**src/rtl/csa_cpa_resolver_if.sv**
```systemverilog
// Handshake bundle between the last CSA tree stage, the resolver and its consumer.
// master = tree/consumer side, slave = resolver.
interface csa_cpa_resolver_if #(
    parameter int WIDTH = 32
) ();
    logic             v_in;
    logic [WIDTH-1:0] sum_in;
    logic [WIDTH-1:0] carry_in;
    logic             in_ready;
    logic [WIDTH-1:0] result;
    logic             cout;
    logic             v_out;
    logic             ready_in;
    logic             err_drop;

    modport master (
        output v_in, sum_in, carry_in, ready_in,
        input  in_ready, result, cout, v_out, err_drop
    );

    modport slave (
        input  v_in, sum_in, carry_in, ready_in,
        output in_ready, result, cout, v_out, err_drop
    );
endinterface

```
**src/rtl/csa_cpa_resolver.sv**
```systemverilog
// Resolves a redundant sum/carry pair into binary with a CHUNK-bit-per-cycle
// carry-propagate add, then holds the result under a valid/ready handshake.
module csa_cpa_resolver #(
    parameter int WIDTH = 32,
    parameter int CHUNK = 8
) (
    input logic               clk,
    input logic               rst_n,
    csa_cpa_resolver_if.slave bus
);
    localparam int N     = WIDTH / CHUNK;
    localparam int IDX_W = (N > 1) ? $clog2(N) : 1;

    if (WIDTH % CHUNK != 0) begin : g_chunk_check
        $error("csa_cpa_resolver: WIDTH must be a multiple of CHUNK");
    end

    typedef enum logic [1:0] {
        IDLE = 2'd0,
        ADD  = 2'd1,
        DONE = 2'd2
    } state_t;

    state_t                     state;
    state_t                     state_next;

    logic [N-1:0][CHUNK-1:0]    sum_hold;
    logic [N-1:0][CHUNK-1:0]    carry_hold;
    logic [N-1:0][CHUNK-1:0]    result_q;
    logic [IDX_W-1:0]           idx;
    logic                       c;
    logic                       cout_q;
    logic                       v_out_q;
    logic                       err_q;

    logic                       in_ready;
    logic                       capture;
    logic                       drop;
    logic                       last_chunk;
    logic [CHUNK:0]             chunk_sum;

    // One slice of the carry-propagate add: CHUNK-bit sum plus carry out.
    function automatic logic [CHUNK:0] add_chunk(
        input logic [CHUNK-1:0] a,
        input logic [CHUNK-1:0] b,
        input logic             ci
    );
        add_chunk = {1'b0, a} + {1'b0, b} + {{CHUNK{1'b0}}, ci};
    endfunction

    // A DONE result can be handed off and replaced on the same edge.
    assign in_ready   = (state == IDLE) | ((state == DONE) & bus.ready_in);
    assign capture    = bus.v_in & in_ready;
    assign drop       = bus.v_in & ~in_ready;
    assign last_chunk = (idx == IDX_W'(N - 1));
    assign chunk_sum  = add_chunk(sum_hold[idx], carry_hold[idx], c);

    always_ff @(posedge clk or negedge rst_n) begin
        if (!rst_n) begin
            state <= IDLE;
        end else begin
            state <= state_next;
        end
    end

    always_comb begin
        state_next = state;
        case (state)
            IDLE: begin
                if (capture) begin
                    state_next = ADD;
                end
            end
            ADD: begin
                if (last_chunk) begin
                    state_next = DONE;
                end
            end
            DONE: begin
                if (capture) begin
                    state_next = ADD;
                end else if (bus.ready_in) begin
                    state_next = IDLE;
                end
            end
            default: state_next = IDLE;
        endcase
    end

    always_ff @(posedge clk or negedge rst_n) begin
        if (!rst_n) begin
            sum_hold   <= '0;
            carry_hold <= '0;
            result_q   <= '0;
            idx        <= '0;
            c          <= 1'b0;
            cout_q     <= 1'b0;
            v_out_q    <= 1'b0;
        end else if (capture) begin
            sum_hold   <= bus.sum_in;
            carry_hold <= bus.carry_in;
            idx        <= '0;
            c          <= 1'b0;
            v_out_q    <= 1'b0;
        end else if (state == ADD) begin
            result_q[idx] <= chunk_sum[CHUNK-1:0];
            c             <= chunk_sum[CHUNK];
            idx           <= idx + 1'b1;
            if (last_chunk) begin
                cout_q  <= chunk_sum[CHUNK];
                v_out_q <= 1'b1;
            end
        end else if ((state == DONE) && bus.ready_in) begin
            // result and cout stay as they are after the handoff
            v_out_q <= 1'b0;
        end
    end

    always_ff @(posedge clk or negedge rst_n) begin
        if (!rst_n) begin
            err_q <= 1'b0;
        end else if (drop) begin
            err_q <= 1'b1;
        end
    end

    assign bus.in_ready = in_ready;
    assign bus.result   = result_q;
    assign bus.cout     = cout_q;
    assign bus.v_out    = v_out_q;
    assign bus.err_drop = err_q;
endmodule

```
**src/flat_wrapper.sv**
```systemverilog
// flat-port wrapper written by rule: the top's interface ports become plain ports
module csa_cpa_resolver_flat 
#(
    parameter int WIDTH = 32,
    parameter int CHUNK = 8
)
  (clk, rst_n, bus_v_in, bus_sum_in, bus_carry_in, bus_ready_in, bus_in_ready, bus_result, bus_cout, bus_v_out, bus_err_drop);
  csa_cpa_resolver_if #(.WIDTH(WIDTH)) bus_i ();
  input logic clk;
  input logic rst_n;
  input wire logic [$bits(bus_i.v_in)-1:0] bus_v_in;
  input wire logic [$bits(bus_i.sum_in)-1:0] bus_sum_in;
  input wire logic [$bits(bus_i.carry_in)-1:0] bus_carry_in;
  input wire logic [$bits(bus_i.ready_in)-1:0] bus_ready_in;
  output wire logic [$bits(bus_i.in_ready)-1:0] bus_in_ready;
  output wire logic [$bits(bus_i.result)-1:0] bus_result;
  output wire logic [$bits(bus_i.cout)-1:0] bus_cout;
  output wire logic [$bits(bus_i.v_out)-1:0] bus_v_out;
  output wire logic [$bits(bus_i.err_drop)-1:0] bus_err_drop;
  assign bus_i.v_in = bus_v_in;
  assign bus_i.sum_in = bus_sum_in;
  assign bus_i.carry_in = bus_carry_in;
  assign bus_i.ready_in = bus_ready_in;
  assign bus_in_ready = bus_i.in_ready;
  assign bus_result = bus_i.result;
  assign bus_cout = bus_i.cout;
  assign bus_v_out = bus_i.v_out;
  assign bus_err_drop = bus_i.err_drop;
  csa_cpa_resolver #(.WIDTH(WIDTH), .CHUNK(CHUNK)) u_core (.clk(clk), .rst_n(rst_n), .bus(bus_i));
endmodule
```
**config.mk**
```make
export PLATFORM = sky130hd
export DESIGN_NAME = csa_cpa_resolver_flat
export DESIGN_NICKNAME = d
export VERILOG_FILES = /design/src/rtl/csa_cpa_resolver_if.sv /design/src/rtl/csa_cpa_resolver.sv /design/src/flat_wrapper.sv
export SDC_FILE = /design/constraint.sdc
export NUM_CORES = 1
export LEC_CHECK = 0
export CORE_ASPECT_RATIO = 1.1
export CORE_MARGIN = 4
export CORE_UTILIZATION = 30
export CTS_BUF_LIST = sky130_fd_sc_hd__clkbuf_4 sky130_fd_sc_hd__clkbuf_8 sky130_fd_sc_hd__clkbuf_16
export DETAILED_ROUTE_END_ITERATION = 16
export PLACE_DENSITY = 0.64
export SLEW_MARGIN = 20
export SYNTH_ARGS = -nofsm -noshare
export SYNTH_HDL_FRONTEND = slang
export SYNTH_SLANG_ARGS = --single-unit
```
**constraint.sdc**
```tcl
create_clock -name clk -period 4.6 [get_ports clk]
set_input_delay 0.46 -clock clk [delete_from_list [all_inputs] [get_ports clk]]
set_output_delay 0.46 -clock clk [all_outputs]
set_load 0.05 [all_outputs]
```
* Word level (Yosys, flattened, before mapping)
Cells that the tools add are included.
** Storage, ports and cells
- Input bits :: 68
- Output and inout bits :: 36
- Bits in registers :: 104
** Operators by class
- Magnitude comparators :: 2
- Multiplexer cells :: 20
- Add/subtract/negate cells :: 3
- Equality and inequality tests :: 7
- Reductions and logical operators :: 9
- Bitwise gates (word level) :: 6
** Operators by type and width (number)
- binary-select mux 8 bit (select 2 bit) :: 2
- bitwise mux 32 bit :: 1
- 2-to-1 mux 8 bit :: 3
- demux 8 bit (select 2 bit) :: 1
- 2-to-1 mux 2 bit :: 6
- adder 8 x 8 -> 9 bit :: 1
- adder 9 x 1 -> 9 bit :: 1
- 2-to-1 mux 1 bit :: 6
- case mux 2 bit (3 select lines) :: 1
- AND reduction 3 bit :: 2
- == test 2 bit, second input constant :: 2
- inequality test 2 x 1 -> 1 bit, second input constant :: 2
- AND reduction 2 bit :: 2
- AND 1 bit :: 3
- < comparator 2 x 3 -> 1 bit, second input constant :: 1
- inequality test 3 x 1 -> 1 bit, second input constant :: 1
- inequality test 3 x 2 -> 1 bit, second input constant :: 1
- nonzero test 3 bit :: 1
- adder 2 x 1 -> 2 bit, second input constant :: 1
- == test 2 x 1 -> 1 bit, second input constant :: 1
- >= comparator 2 x 1 -> 1 bit, second input constant :: 1
- logical AND 1 bit :: 2
- logical NOT 2 bit :: 1
- NOT 1 bit :: 2
- other kinds (2) :: 2

* Logic depth before layout (Yosys ltp)
- Word-level depth :: 6
- Depth in mapped cells :: 8
- Depth with buffers taken out :: 7

* Worst setup path before layout
Ideal clock, no wire load.
- Kind :: register -> register
- Start :: register u_core.idx[0]
- End :: register u_core.result_q, in the netlist u_core.bus.result[12]
- Data arrival time :: 2.710 ns
- Path buffers :: 1
- Cell stages (with the launch flop) :: 9
- Path slack :: 1.758 ns
- Cell sequence :: dfrtp_1 -> buf_2 -> mux4_2 -> fa_1 -> fa_1 -> a21o_1 -> a21o_1 -> xnor2_1 -> o21ai_0
** On the way
- Word-level cells in the longest chain between the ends :: 5
** Ends and longest elaborated chain
- start: declaration :: RTL line csa_cpa_resolver.sv:30 : logic [IDX_W-1:0] idx;
- start signal: assignment :: RTL line csa_cpa_resolver.sv:108 : idx <= idx + 1'b1;
- binary-select mux 8 bit (select 2 bit), or another cell as far along :: RTL line csa_cpa_resolver.sv:56 : assign chunk_sum = add_chunk(sum_hold[idx], carry_hold[idx], c);
- 2-to-1 mux 8 bit (implied by the code) or logical AND 1 bit (tied branches) :: RTL line csa_cpa_resolver.sv:56, csa_cpa_resolver.sv:106
- adder 8 x 8 -> 9 bit or 2-to-1 mux 8 bit (tied branches) :: RTL line csa_cpa_resolver.sv:48, csa_cpa_resolver.sv:106
- adder 9 x 1 -> 9 bit or demux 8 bit (select 2 bit) (tied branches)
- bitwise mux 32 bit (*) :: RTL line csa_cpa_resolver.sv:106 : result_q[idx] <= chunk_sum[CHUNK-1:0];
- end signal: indexed assignment :: RTL line csa_cpa_resolver.sv:106
- end: declaration :: RTL line csa_cpa_resolver.sv:29 : logic [N-1:0][CHUNK-1:0] result_q;
Mark *: on every way between the ends. The rest lies on a longest branch, timed or not. The select of a mux whose other input is x is not followed.
A chain may end at the register's enable or synchronous reset.

* Final worst setup path
- Start :: register u_core.idx[1]
- End :: register u_core.result_q, in the netlist u_core.bus.result[12]
The elaborated chain is that of the path after synthesis.

==> flow_summary.toml <==
[status]
status = "finished clean"

[final_layout]
nets = 538
final_cell_mix = "dfrtp_1, clkdlybuf4s50_1, nand2_1"
layout-drive-gt1-share_pct = 22.7
antennaDiodeCount = 0
syn_to_final_growth_pct = 31.6
fillCellCount = 1478
layout_commonest_cell = "dfrtp_1"

[die]
start_util_pct = 30.6
row_count = 48
die_y_um = 141
coreArea_um2 = 15700
fp.dieW_um = 129
io_pins = 104
design.die.area_um2 = 18100

[placement]
pre_cts_ws_ns = 1.41
gp_congestion = 0.820
post-dp-hpwl_um = 8160
io_buffers = 103

[synth]
yosysSeqAreaShare_pct = 54.2
synth_compound_area_share_pct = 6.88
netlist_area_um2 = 4800
synth_top_area_cell = "dfrtp_1"
synth_fa_ha_area_share_pct = 3.70
yosys_warnings = 0
yosys.area_share.simple_pct = 7.76
synth_top_family_by_area = "multiplexers"
muxShareOfSynthArea_pct = 23.8
ys_top_cells_by_area = "dfrtp_1, mux2_2, mux4_2"
netlist_instances = 357
synth-edff-count = 0
ys.flop_type = "dfrtp_1"
postSynthAreaPerCell_um2 = 13.5
synth-xor-area-share_pct = 0.730
ys_types = 37
synth_fp_nets = 438
synth_seq_cells = 104
synthArstFlopShare_pct = 100
synth_top_area_share_pct = 54.2

[clock_tree]
root_buffer = "clkbuf_16"
cts_htree_levels = 3
clock_latency_ns = 0.36
clock_sinks = 104
cts_hold_buf = 0
postCtsSetupBuffers = 0
numCtsBuffers = 9
postCtsResizedCells = 0
clockBufferDepth = 2
cts_tree = "built"
cts.reportedPaths.clkPinSlew_ns = 0.08

[sta]
max_clock_freq_ghz = 0.317
min_period_ns = 3.16
drv_slew = 0
setup_viol = 0
grt_setup_unrepaired = "false"
hold_viol = 0
fin_tns_setup_ns = 0
fin_ws_ns = 1.44
period_share_pct = 68.7
max_slew_margin_pct = 38.3
tightest_slew_ns = 0.926
finClkSkew_ns = 0.0104

[worst_setup_path]
start_kind = "register"
crit_type = "reg2reg"
cp.depth = 7
crit_required_ns = 4.81
rr_startpoint = "u_core.idx[1]"
cp_top_family = "flip-flops"
reg2reg_depth = 7
timing.critical_path.buf_inv = 0
path_max_fanout = 20
max_stage_delay_ns = 0.89
reg2reg_to = "u_core.bus.result[12]"
r2r_slack_ns = 1.44
arrival_ns = 3.37
cp-startpoint = "u_core.idx[1]"
end_kind = "register"
path_cells = "mux4_2, fa_1, fa_1, a21o_1, a21o_1, xnor2_1, o21ai_0"
crit_end = "u_core.bus.result[12]"
slowest_stage = "dfrtp_1"

[route]
drtIter0Drc = 172
routedWlPerCell_um = 16.3
ant_nets = 0
drc = 0
wl_um = 10800
first_pass_iters = 4
detail_route.vias_per_cell = 4.70
vias = 3113

[grt]
grt_antenna_before_repair = 0
grt_first_pass_wirelength_um = 17600
groute.usage.overall_pct = 12.5
first_global_vias = 3334
overflow = 0
grt_max_degree = 69

[job]
cap_viol_max_count = 0

[min_path]
hp-class = "in2async"
[kinds of logic (layout without fill, tap and decap cells)]
family	count (synthesis)	after routing
XOR/XNOR	4	4
flip-flops	104	104
adder cells (fa/ha/maj)	13	13
multiplexers	80	80
AO/OA/AOI/OAI	54	54
AND/OR/NAND/NOR	77	77
buffers and inverters	25	130
[worst reg2reg max path, delay by kind of cell, from the launching register on]
kind,cells,cell delay (ns)
muxes,1,0.44
xor gates and xnor gates,1,0.25
DFF,1,0.89
AOI/OAI and AO/OA,3,0.56
adders and majority gates,2,0.89
[worst min-delay path by stage]
stage,slack (ns),start,endpoint,depth (start not counted)
global placement,0.46,u_core.bus.result[3],u_core.bus.result[3],2
CTS,0.17,rst_n,u_core.bus.result[19],1
detailed placement,0.46,u_core.bus.result[24],u_core.bus.result[24],2
floorplan,0.16,rst_n,u_core.bus.cout,0
finish,0.15,rst_n,u_core.bus.result[19],1
global route,0.21,rst_n,u_core.bus.result[19],1
[state kept, by name, summed over array words and instances (netlist names)]
register,cells
u_core.idx,2
u_core.state,2
u_core.sum_hold,32
u_core.bus.v_out,1
u_core.c,1
u_core.bus.cout,1
u_core.bus.err_drop,1
u_core.bus.result,32
u_core.carry_hold,32
[final cells by class]
cell class	instances	area (um2)	share of cell area [%]
timing repair buffer	106	1050	16.6
inverter	8	30.0	0.475
tap	200	250	3.96
clock buffer	10	239	3.78
clock inverter	6	90.1	1.43
sequential	104	2600	41.2
multi-input combinational	228	2060	32.5
[synthesized netlist by cell type, types with 5 or more instances]
library cell / n
a21oi_1: 8
buf_4: 6
clkbuf_1: 5
dfrtp_1: 104
ha_1: 11
inv_1: 8
mux2_2: 48
mux2_4: 16
mux4_2: 16
nand2_1: 50
o21ai_0: 23
o31ai_1: 5
[layer usage]
layer	part of all wire [%]	track usage, %	routed length (um)
met1	45	16.9	4900
met2	48	19.8	5200
met3	5.1	3.15	557
met4	1.6	4.31	170
met5	0	0	0
[stage by stage]
step	instance area, um2	util [%]	hold WS [ns]	cells
floorplan	4800	-	0.164	357
finish	6320	40.3	0.146	662
global placement	5990	38.2	0.461	646
CTS	6320	40.3	0.169	662
detailed placement	5990	38.2	0.464	646
global route	6320	40.3	0.211	662
Power is left out: the tool's default activity adds up to more than one toggle a clock period on the data nets, which glitch-free logic cannot reach.
